### src/rtl/nibble_add_scheduler.sv
// Two-requester arbiter that runs a DW-bit addition as NIBBLES passes through
// one shared external 4-bit adder, chaining the carry through a register.
module nibble_add_scheduler #(
   parameter  int NIBBLES = 4,
   localparam int DW      = 4 * NIBBLES
) (
   input  logic          clk,
   input  logic          rst_n,
   input  logic          req0,
   input  logic [DW-1:0] a0,
   input  logic [DW-1:0] b0,
   input  logic          cin0,
   output logic          ack0,
   input  logic          req1,
   input  logic [DW-1:0] a1,
   input  logic [DW-1:0] b1,
   input  logic          cin1,
   output logic          ack1,
   output logic [3:0]    add_x,
   output logic [3:0]    add_y,
   output logic          add_cin,
   input  logic [3:0]    add_s,
   input  logic          add_cout,
   output logic          busy,
   output logic          done,
   output logic          grant_id,
   output logic [DW-1:0] result,
   output logic          result_cout
);

   localparam int CW = (NIBBLES > 1) ? $clog2(NIBBLES) : 1;

   typedef enum logic [1:0] {
      ST_IDLE,
      ST_RUN,
      ST_DONE
   } state_t;

   state_t          state_q;
   logic [CW-1:0]   cnt_q;
   logic [DW-1:0]   a_q;
   logic [DW-1:0]   b_q;
   logic [DW-1:0]   acc_q;
   logic [DW-1:0]   acc_d;
   logic            carry_q;
   logic            last_q;
   logic            win_d;
   logic            last_nib;
   logic [CW+1:0]   base;
   logic            ack0_q;
   logic            ack1_q;
   logic            busy_q;
   logic            done_q;
   logic            gid_q;
   logic [DW-1:0]   result_q;
   logic            rcout_q;

   assign base     = {cnt_q, 2'b00};
   assign last_nib = (cnt_q == CW'(NIBBLES - 1));

   // Tie goes to whoever was not granted last; reset leaves last_q=1 so req0 wins first.
   always_comb begin
      win_d = req1;
      if (req0 && req1) begin
         win_d = ~last_q;
      end
   end

   // Partial sums land in acc_q so result only changes once the whole sum is known.
   always_comb begin
      acc_d = acc_q;
      acc_d[base +: 4] = add_s;
   end

   always_comb begin
      add_x   = '0;
      add_y   = '0;
      add_cin = 1'b0;
      if (state_q == ST_RUN) begin
         add_x   = a_q[base +: 4];
         add_y   = b_q[base +: 4];
         add_cin = carry_q;
      end
   end

   always_ff @(posedge clk) begin
      if (!rst_n) begin
         state_q  <= ST_IDLE;
         cnt_q    <= '0;
         a_q      <= '0;
         b_q      <= '0;
         acc_q    <= '0;
         carry_q  <= 1'b0;
         last_q   <= 1'b1;
         ack0_q   <= 1'b0;
         ack1_q   <= 1'b0;
         busy_q   <= 1'b0;
         done_q   <= 1'b0;
         gid_q    <= 1'b0;
         result_q <= '0;
         rcout_q  <= 1'b0;
      end else begin
         ack0_q <= 1'b0;
         ack1_q <= 1'b0;
         done_q <= 1'b0;
         case (state_q)
            ST_IDLE: begin
               if (req0 || req1) begin
                  a_q     <= win_d ? a1 : a0;
                  b_q     <= win_d ? b1 : b0;
                  carry_q <= win_d ? cin1 : cin0;
                  gid_q   <= win_d;
                  last_q  <= win_d;
                  cnt_q   <= '0;
                  ack0_q  <= ~win_d;
                  ack1_q  <= win_d;
                  busy_q  <= 1'b1;
                  state_q <= ST_RUN;
               end
            end
            ST_RUN: begin
               acc_q   <= acc_d;
               carry_q <= add_cout;
               cnt_q   <= cnt_q + 1'b1;
               if (last_nib) begin
                  result_q <= acc_d;
                  rcout_q  <= add_cout;
                  done_q   <= 1'b1;
                  state_q  <= ST_DONE;
               end
            end
            ST_DONE: begin
               busy_q  <= 1'b0;
               state_q <= ST_IDLE;
            end
            default: begin
               busy_q  <= 1'b0;
               state_q <= ST_IDLE;
            end
         endcase
      end
   end

   assign ack0        = ack0_q;
   assign ack1        = ack1_q;
   assign busy        = busy_q;
   assign done        = done_q;
   assign grant_id    = gid_q;
   assign result      = result_q;
   assign result_cout = rcout_q;

endmodule

### config.mk
export PLATFORM = sky130hd
export DESIGN_NAME = nibble_add_scheduler
export DESIGN_NICKNAME = d
export VERILOG_FILES = /design/src/rtl/nibble_add_scheduler.sv
export SDC_FILE = /design/constraint.sdc
export NUM_CORES = 1
export LEC_CHECK = 0
export ABC_AREA = 1
export BUFFER_PORTS_ARGS = -buffer_cell sky130_fd_sc_hd__buf_4
export CAP_MARGIN = 10
export CORE_MARGIN = 4
export CORE_UTILIZATION = 57
export DETAILED_ROUTE_END_ITERATION = 10
export GPL_TIMING_DRIVEN = 0
export PLACE_DENSITY_LB_ADDON = 0.15
export SLEW_MARGIN = 30
export SYNTH_ARGS = -nofsm -noshare
export SYNTH_HDL_FRONTEND = slang
export SYNTH_SLANG_ARGS = --single-unit
### constraint.sdc
create_clock -name clk -period 4.1 [get_ports clk]
set_input_delay 0.82 -clock clk [delete_from_list [all_inputs] [get_ports clk]]
set_output_delay 0.82 -clock clk [all_outputs]
set_load 0.005 [all_outputs]
==> summary.md <==
| Metric | Value |
|---|---|
| Worst R2R End | `result[4]` |
| Slew @ Worst Pin | `approximately 0.56 ns` |
| Initial core utilization | `0.584` |
| PortBufs | `roughly 100` |
| Latest clock arrival within the worst-skew pair | `0.35 ns` |
| Gr ovfl total | `0` |
| Vias post-DR | `4,200` |
| Site Rows | `30` |
| Length in cells of the worst reg-to-reg path | `9` |
| Syn_nets | `around 700` |
| Synth Warn # | `0` |
| Leading area contributor after synthesis | `dfxtp_1` |
| Chip height | `~90 um` |
| Crit path DAT | `between 1.5 and 2 ns` |
| Post-Syn Area | `between 0.003 and 0.004 sq mm` |
| Max IR drop VDD | `a little under 0.0002 V` |
| Largest net degree at the start of global routing | `13` |
| Startpoint class of the critical path | `register` |
| HP Class | `reg2reg` |
| TritonCTS Buffers | `9` |
| CTS tree | `done` |
| Vias in the first global route | `3,915` |
| Seq/Total Area, Yosys | `0.386` |
| Post-cts repair resize count | `0` |
| Io pins | `roughly 110` |
| Postcts setup bufs | `0` |
| Setup Viol. Count Final | `0` |
| Period Utilization, post-route | `0.647` |
| Status | `completed` |
| Clk sinks | `between 70 and 80` |
| First-pass GRT wire length | `about 17,000 um` |
| Top-count cell post-synth | `nand2_1` |
| Fraction of synthesis flops using an asynchronous set or reset pin | `0` |
| CTS H-tree depth | `3` |
| R2R Setup Slk | `approximately 2.0 ns` |
| Minimum clock period | `2.65 ns` |
| Synth cell count leaders | `nand2_1 (207), inv_1 (87), dfxtp_1 (76)` |
| Post-synth cell types | `22` |
| Design Area, Final | `between 0.005 and 0.006 sq mm` |
| FF-to-FF Start | `cnt_q[0]` |
| Hold Fails Final Rpt | `0` |
| Root buffer cell | `clkbuf_8` |
| Post-synth EDFFs | `0` |
| Detailed Route Iter0 Violations | `~180` |
| Max_cap viols | `0` |
| Critical-path top delay cell | `clkbuf_1` |
| FMAX | `between 300 and 400 MHz` |
| Slew Limit Headroom | `0.628` |
| Initial antenna violation count | `0` |
| Final-report max-slew violation count | `0` |
| Max incr delay on CP | `around 0.42 ns` |
| Post-route DRC | `0` |
| Core area | `a little under 0.007 sq mm` |
| Lkg Pwr | `2.81 nW` |
| ANT nets after route | `0` |
| Global Route Usage Sum | `0.256` |
| Total die area | `just over 0.008 sq mm` |
| Share of post-route cells with drive strength above 1 | `0.201` |
| Cell count after synthesis | `a little over 600` |
| Antenna Cells | `0` |
| Gp weighted congestion | `~0.88` |
| RSZ-0062 raised after global routing | `no` |
| Hold slack | `about 0.47 ns` |
| Synth Register Bits | `76` |
| Nets | `817` |
| Layout area overhead | `27.9%` |
| Critical Path RT | `roughly 3.3 ns` |
| Clk buf depth | `2` |
| PwrDens | `371 mW/mm^2` |
| Post-Syn Area per Cell | `6.35 sq um` |
| Top cell type's share of synthesized area | `0.386` |
| Die Wd | `between 90 and 100 um` |
| Max FO, Critical Path | `12` |
| Drt total wl | `~11,000 um` |
| Dpl hpwl | `a little over 8000 um` |
| Worst setup path endpoint | `add_x[2]` |
| CTS Hold Bufs | `0` |
| Crit path kind | `reg2out` |
| Avg WL per Cell | `13.2 um` |
| Nature of the critical path endpoint | `output pin` |
| Prevailing post-synth register cell | `dfxtp_1` |
| TritonRoute pass-1 iters | `4` |
| Top post-synthesis cells by area | `dfxtp_1 (39%), nand2_1 (20%), inv_1 (8.3%)` |
| Final Skew | `roughly 0.0066 ns` |
| Setup TNS | `0 ns` |
| CTS clock-pin slew for the worst setup and hold paths | `~0.080 ns` |
| Setup crit start | `cnt_q[0]` |
| DR vias/cell | `between 5 and 6` |
| Post-DP Area | `around 0.0048 sq mm` |
| CP Cell Sequence | `inv_1 > clkbuf_1 > o21ai_0 > a21oi_1 > buf_4` |
power by group:
| part | internal (mW) | switching [mW] | total, mW |
|---|---|---|---|
| registers | 0.798 | 0.0277 | 0.825 |
| logic | 0.167 | 0.234 | 0.401 |
| clock network | 0.359 | 0.284 | 0.643 |
| total | 1.32 | 0.546 | 1.87 |
flip-flops by register name, summed over array words and instances (netlist names):
signal	flops
carry_q	1
busy	1
result_cout	1
b_q	16
result	16
state_q	2
ack0	1
ack1	1
last_q	1
a_q	16
acc_q	16
cnt_q	2
grant_id	1
done	1
through the flow:
step,setup WS [ns],utilization,power [mW],std cells
6_report,1.45,0.746,1.87,821
3_3_place_gp,1.89,0.714,1.22,805
4_1_cts,1.48,0.746,1.87,821
3_5_place_dp,1.87,0.714,1.24,805
5_1_grt,1.32,0.746,1.96,821
2_1_floorplan,2.30,-,1.09,621
cells by family after synthesis:
family / Yosys count / share of synthesized area
compound gates: 86 / 0.117
fa+ha+maj: 6 / 0.0190
flops: 76 / 0.386
simple gates: 331 / 0.345
buf+inv: 122 / 0.133
layout by cell type, fill, tap and decap left out:
master      count
a21oi_1        48
buf_1           4
buf_2          16
buf_4         107
buf_6           4
bufinv_16       2
clkbuf_1        7
clkbuf_8       10
clkinv_2        1
clkinv_4        1
clkinvlp_4      1
dfxtp_1        76
ha_1            6
inv_1          87
inv_2           2
nand2_1       207
nand2_2         2
nand2_4         2
nand3_1        48
nand4_1         8
nor2_1         60
nor2_8          1
nor3_1          3
o211ai_1       11
o21a_1          1
o21ai_0        26
area by class of cell:
| cell class | instances | area [sq um] |
|---|---|---|
| fillers | 572 | 1710 |
| multi-input cells | 423 | 1900 |
| repair buffers | 104 | 781 |
| well taps | 80 | 100 |
| plain buffers | 32 | 181 |
| flip-flops and latches | 76 | 1520 |
| inverters | 90 | 343 |
| clock buffers | 12 | 145 |
| clock inverters | 4 | 72.6 |
layer usage:
layer	vias up	GRT usage	wire, um
li1	2154	-	-
met2	132	0.475	5690
met5	-	0	0
met3	22	0.0497	634
met4	0	0.108	200
met1	1892	0.281	4320
worst max-delay path, delay by kind of cell, from the launching register on:
kind,cells,cell delay [ns]
AO/OA/AOI/OAI,2,0.44
flip-flops,1,0.38
buffers and inverters,3,0.66
worst min-delay path by stage:
stage | slack, ns | startpoint | to | cells past startpoint
final | 0.47 | result_cout | result_cout | 2
after global routing | 0.51 | result_cout | result_cout | 2
after CTS | 0.47 | result_cout | result_cout | 2
after detailed placement | 0.46 | result_cout | result_cout | 2
after global placement | 0.45 | result_cout | result_cout | 2
after floorplan | 0.42 | state_q[1] | busy | 1
(Power assumes the default switching activity.)
